**config.mk**
```make
export PLATFORM = sky130hd
export DESIGN_NAME = aes_ctr_xor
export DESIGN_NICKNAME = d
export VERILOG_FILES = /design/src/rtl/aes_ctr_xor.sv
export SDC_FILE = /design/constraint.sdc
export NUM_CORES = 1
export LEC_CHECK = 0
export CAP_MARGIN = 20
export CORE_AREA = 2 2 177 179
export CTS_CLUSTER_DIAMETER = 50
export CTS_CLUSTER_SIZE = 30
export DETAILED_ROUTE_END_ITERATION = 8
export DIE_AREA = 0 0 179 181
export PLACE_DENSITY = 0.73
export SLEW_MARGIN = 20
export SYNTH_ARGS = -nofsm -noshare
export SYNTH_HDL_FRONTEND = slang
export SYNTH_SLANG_ARGS = --single-unit
```
**constraint.sdc**
```tcl
create_clock -name clk -period 15.98 [get_ports clk]
set_input_delay 3.196 -clock clk [delete_from_list [all_inputs] [get_ports clk]]
set_output_delay 3.196 -clock clk [all_outputs]
set_load 0.005 [all_outputs]
```
**src/rtl/aes_ctr_xor.sv**
```systemverilog
// AES-CTR keystream XOR stage: launches AES on the stored counter block, latches the
// keystream and XORs a little-endian word stream with it. Optional macro: CTR_BLOCK_COUNT_EN.
module aes_ctr_xor #(
  parameter int unsigned WORDS     = 4,
  parameter int unsigned WORD_SIZE = 32
) (
  input  logic                         clk,
  input  logic                         rst,
  input  logic                         enable,
  input  logic [WORDS*WORD_SIZE-1:0]   ctr_block,
  output logic                         ctr_inc,
  output logic                         aes_start,
  output logic [WORDS*WORD_SIZE-1:0]   aes_in,
  input  logic                         aes_done,
  input  logic [WORDS*WORD_SIZE-1:0]   aes_out,
  input  logic                         in_valid,
  output logic                         in_ready,
  input  logic [WORD_SIZE-1:0]         in_data,
  input  logic                         in_last,
  output logic                         out_valid,
  input  logic                         out_ready,
  output logic [WORD_SIZE-1:0]         out_data,
  output logic                         out_last,
  output logic                         busy
`ifdef CTR_BLOCK_COUNT_EN
  ,
  output logic [31:0]                  block_count
`endif
);

  localparam int unsigned IDXW  = (WORDS > 1) ? $clog2(WORDS) : 1;
  localparam int unsigned BYTES = WORD_SIZE / 8;

  typedef enum logic [1:0] {IDLE, REQ, WAIT, STREAM} state_e;

  state_e                       state_q, state_d;
  logic [WORDS*WORD_SIZE-1:0]   aes_in_q;
  logic [WORDS*WORD_SIZE-1:0]   ks_q;
  logic [IDXW-1:0]              idx_q;
  logic                         out_valid_q;
  logic [WORD_SIZE-1:0]         out_data_q;
  logic                         out_last_q;

  logic                         in_hs;
  logic                         out_hs;
  logic                         last_word;
  logic [WORD_SIZE-1:0]         ks_slice;
  logic [WORD_SIZE-1:0]         ks_word;

  assign in_hs     = in_valid & in_ready;
  assign out_hs    = out_valid_q & out_ready;
  assign last_word = (idx_q == IDXW'(WORDS - 1));

  // State register
  always_ff @(posedge clk or posedge rst) begin
    if (rst) state_q <= IDLE;
    else     state_q <= state_d;
  end

  // Next-state logic
  always_comb begin
    state_d = state_q;
    unique case (state_q)
      IDLE:    if (enable) state_d = REQ;
      REQ:     state_d = WAIT;
      WAIT:    if (aes_done) state_d = STREAM;
      STREAM:  if (in_hs && (last_word || in_last)) state_d = IDLE;
      default: state_d = IDLE;
    endcase
  end

  // Output decode
  always_comb begin
    aes_start = (state_q == REQ);
    ctr_inc   = (state_q == WAIT) && aes_done;
    busy      = (state_q != IDLE);
    in_ready  = (state_q == STREAM) && (!out_valid_q || out_ready);
  end

  // Word 0 is the most significant AES slice; bytes are reversed to little-endian order.
  always_comb begin
    ks_slice = '0;
    for (int unsigned k = 0; k < WORDS; k++) begin
      if (idx_q == IDXW'(k)) ks_slice = ks_q[(WORDS-1-k)*WORD_SIZE +: WORD_SIZE];
    end
    ks_word = '0;
    for (int unsigned b = 0; b < BYTES; b++) begin
      ks_word[b*8 +: 8] = ks_slice[(BYTES-1-b)*8 +: 8];
    end
  end

  always_ff @(posedge clk or posedge rst) begin
    if (rst) begin
      aes_in_q    <= '0;
      ks_q        <= '0;
      idx_q       <= '0;
      out_valid_q <= 1'b0;
      out_data_q  <= '0;
      out_last_q  <= 1'b0;
    end else begin
      // Loaded on entry to REQ so aes_in is already valid during the start pulse.
      if (state_q == IDLE && enable) aes_in_q <= ctr_block;
      if (ctr_inc) begin
        ks_q  <= aes_out;
        idx_q <= '0;
      end
      if (in_hs) begin
        out_data_q  <= in_data ^ ks_word;
        out_last_q  <= in_last;
        out_valid_q <= 1'b1;
        idx_q       <= idx_q + 1'b1;
      end else if (out_hs) begin
        out_valid_q <= 1'b0;
      end
    end
  end

  assign aes_in    = aes_in_q;
  assign out_valid = out_valid_q;
  assign out_data  = out_data_q;
  assign out_last  = out_last_q;

`ifdef CTR_BLOCK_COUNT_EN
  logic [31:0] block_count_q;

  always_ff @(posedge clk or posedge rst) begin
    if (rst)                              block_count_q <= '0;
    else if (state_q == IDLE && !enable)  block_count_q <= '0;
    else if (ctr_inc)                     block_count_q <= block_count_q + 32'd1;
  end

  assign block_count = block_count_q;
`endif

endmodule

```
Word-level counts from Yosys, hierarchy flattened

Index checks and enable logic that the tools add are counted.

Register bits: 294
Logic and storage cells: 45
Input port bits: 295

Muxes and demuxes: 12
$add $sub $neg: 1
Bitwise logic cells: 3
Reduce and logical (&&, ||, !) cells: 13
Equality and inequality tests: 9

Operators by type and width:

| cell                  | number |
|---|---|
| $mux W32              | 4 |
| $xor A32 B32 Y32      | 1 |
| $mux W2               | 5 |
| $eq A2 B2 Y1 const B  | 4 |
| $pmux W2 S4           | 1 |
| $ne A2 B2 Y1 const B  | 3 |
| $reduce_bool A2 Y1    | 3 |
| $eq A2 B1 Y1 const B  | 2 |
| $logic_and A1 B1 Y1   | 4 |
| $logic_not A2 Y1      | 2 |
| $reduce_and A3 Y1     | 1 |
| $add A2 B1 Y2 const B | 1 |
| $and A1 B1 Y1         | 2 |
| $logic_or A1 B1 Y1    | 2 |
| $mux W1               | 2 |
| $logic_not A1 Y1      | 1 |

Longest topological paths before layout

Depth in word-level cells: 7
Depth in mapped cells: 8
Gate-level depth less buffers: 6

Worst setup path after synthesis

No wires, ideal clock.

Kind: in2out
Start: in aes_done
End: out ctr_inc
Data arrival time: 3.830 ns
Required time: 12.784 ns
Slack: 8.954 ns
Path buffers: 3
Cell stages on the path: 4
Path through: and2_1 > clkbuf_1 > buf_2 > buf_2

Cells in the longest elaborated chain, start to end: 1

RTL lines:

| what                | line | source |
|---|---|---|
| start: declaration  | 14   | `input logic aes_done,` |
| $logic_and A1 B1 Y1 | 75   | `ctr_inc = (state_q == WAIT) && aes_done;` |
| end: declaration    | 11   | `output logic ctr_inc,` |

Every way passes these cells.

Final worst setup path

Same ends and word-level chain as after synthesis.

==> metrics.cfg <==
[worst_setup_path]
worstPathCellList=clkdlybuf4s50_1, and2_4, clkdlybuf4s50_1
critical_path.max_fanout=49
worstReg2RegEnd=ks_q[47]
worstSetupEndpointType=output pin
crit_path_start=aes_done
crit_path_frequent_cell=clkdlybuf4s50_1
cp_data_arrival_time_ps=5010
slowest_stage=clkdlybuf4s50_1
crit_type=input pin to output pin
critPathLaunchType=input pin
ff2ff_setup_slack_ps=13090
r2r_start=state_q[0]
slowest_delay_ps=680
cp.required_ps=12780
reg2regPathDepth=5

[yosys]
synth-seq-cells=294
ys_types=33
synthesis.nets=1140
yosys.area.top_type=dfrtp_1
syn_area_per_cell_um2=14.32
netlist_area_mm2=0.01199
synthFlopType=dfrtp_1
synth_edf_count=0
yosysSeqAreaShare=0.6137
synthMostInstantiatedCell=dfrtp_1
yosys_warnings=0
synth_cells=837
synth_top_area_frac=0.6137
synth_common_cells=dfrtp_1, mux2_2, buf_2, a221oi_1, or3_1
synthTopCellsByArea=dfrtp_1, mux2_2, a221oi_1, or3_1, a31oi_1
async_flop_share=1.000

[global_routing]
grt_pass1_wl_um=52820
grt_max_degree=104
overflow=0
antenna_found_initial=7
grt_pass1_vias=9122
gr-usage-all-layers=0.2123

[route]
routedWlPerCell_um=20.36
via_count=8730
ant_nets=0
drt_first_iter_violations=382
wl_um=34890
vias_per_cell=5.096
drc=0
drt_pass1_iterations=4

[placed_design]
placedCellCount=1648
place_area_mm2=0.01687
port_buffers=460
place.gp.congestion=0.7805
dp_hpwl_um=25200

[pwr]
irDropWorstVdd_uv=111.0
p_leak_nw=7.365
power_density_mw_per_mm2=197.0

[clock_network]
root_buffer=clkbuf_16
cts_setup_buffers=0
hold_buffers=0
clk_pin_slew_ps=60
cts.sinks=294
clock_latency_ps=500
htree_levels=2
cts_buffer_depth=3
cts_made_buffers=35
cts_tree=yes
cts_resized=0

[sta]
clock.fmax_mhz=121.9
rsz0062_at_grt=false
hold_violations=0
slew_headroom=0.2576
final.setup.tns_ps=0
fin_worst_skew_ps=12.43
finalSetupViolCount=0
fin_crit_sh=0.5132
period_minus_slack_ps=8201
worstMarginPinSlew_ps=1114
drv_slew=0

[floorplanning]
core_mm2=0.03035
die_h_um=181
rows=64
dieArea_mm2=0.03240
initial_core_util=0.3950
die_w_um=179
io_pins=461

[job]
maxCapViolCount=0

[worst_hold_path]
holdCritPathClass=flop to flop
min_path_cells=2
hold_path_end=out_last
holdCritStartpoint=out_last

[cells_and_area]
fin_area_mm2=0.01811
area_growth_pct=51.10
finalNetCount=1592
layout-drive-gt1-share=0.2492
stdcell_count=1713
num-fill-cells=2460

[status]
status=finished clean

[sequential cells by signal, indices dropped and copies added (netlist names)]
signal and cells:
out_last 1, ks_q 128, idx_q 2, out_data 32, out_valid 1, aes_in 128, state_q 2
[how the worst max path moves through the flow]
stage                endpoint  slack, ps  cells past startpoint
global placement      ctr_inc       7760                      3
floorplan           aes_in[0]       4660                      1
global route          ctr_inc       7690                      3
detailed placement    ctr_inc       7780                      3
CTS                   ctr_inc       7770                      3
finish                ctr_inc       7780                      3
[metrics by stage]
step / util / total power, mW / setup slack [ps] / hold WS, ps
finish: 0.5968 / 3.569 / 7779 / 472.9
global route: 0.5968 / 3.792 / 7694 / 511.4
CTS: 0.5964 / 3.619 / 7769 / 478.6
detailed placement: 0.5559 / 2.768 / 7775 / 463.5
global placement: 0.5559 / 2.713 / 7760 / 460.7
floorplan: - / 2.052 / 4665 / 469.7
[power breakdown]
| part | internal (mW) | switching (mW) | total (mW) |
|---|---|---|---|
| Clock | 0.520 | 0.315 | 0.836 |
| Combinational | 0.871 | 0.536 | 1.41 |
| Sequential | 1.13 | 0.198 | 1.33 |
| Total | 2.52 | 1.05 | 3.57 |
[cell type report]
class	count	area, um2	share of cell area
Clock buffer	44	982.2	0.05422
Clock inverter	16	247.7	0.01368
Tap cell	396	495.5	0.02735
Sequential cell	294	7357	0.4062
Antenna cell	5	12.51	0.0006908
Inverter	9	41.29	0.002279
Timing Repair Buffer	468	4664	0.2575
Multi-Input combinational cell	481	4313	0.2381
[cell families (layout without fill, tap and decap cells)]
| logic type | after synthesis | in the layout | share of synthesized area |
|---|---|---|---|
| fa+ha+maj | 8 | 8 | 0.008350 |
| compound gates | 134 | 134 | 0.07348 |
| simple gates | 82 | 82 | 0.03518 |
| buf+inv | 62 | 537 | 0.02808 |
| mux | 256 | 256 | 0.2405 |
| other cells | 0 | 5 | 0 |
| xor+xnor | 1 | 1 | 0.0007307 |
| flops | 294 | 294 | 0.6137 |
[layout by cell type (no fill, tap or decap), drive strengths merged, types with 10 or more instances in the layout]
cell type and n:
a31oi 31, inv 10, clkdlybuf4s50 460, dfrtp 294, o22ai 31, or3 32
clkbuf 44, a221oi 32, o21ai 36, mux2 256, nor2 31
[worst max-delay path: cells and delay by family]
family / cells / cell delay [ps]
buffers and inverters: 2 / 1170
and+or+nand+nor: 1 / 590
[routing by layer]
metal	share of wire	global-route usage	vias up
li1	-	-	4007
met1	0.39	0.2480	4307
met2	0.49	0.3660	332
met3	0.082	0.06019	80
met4	0.038	0.08293	4
met5	0.00063	0	-
No activity file was read; power rests on OpenSTA's default activity.
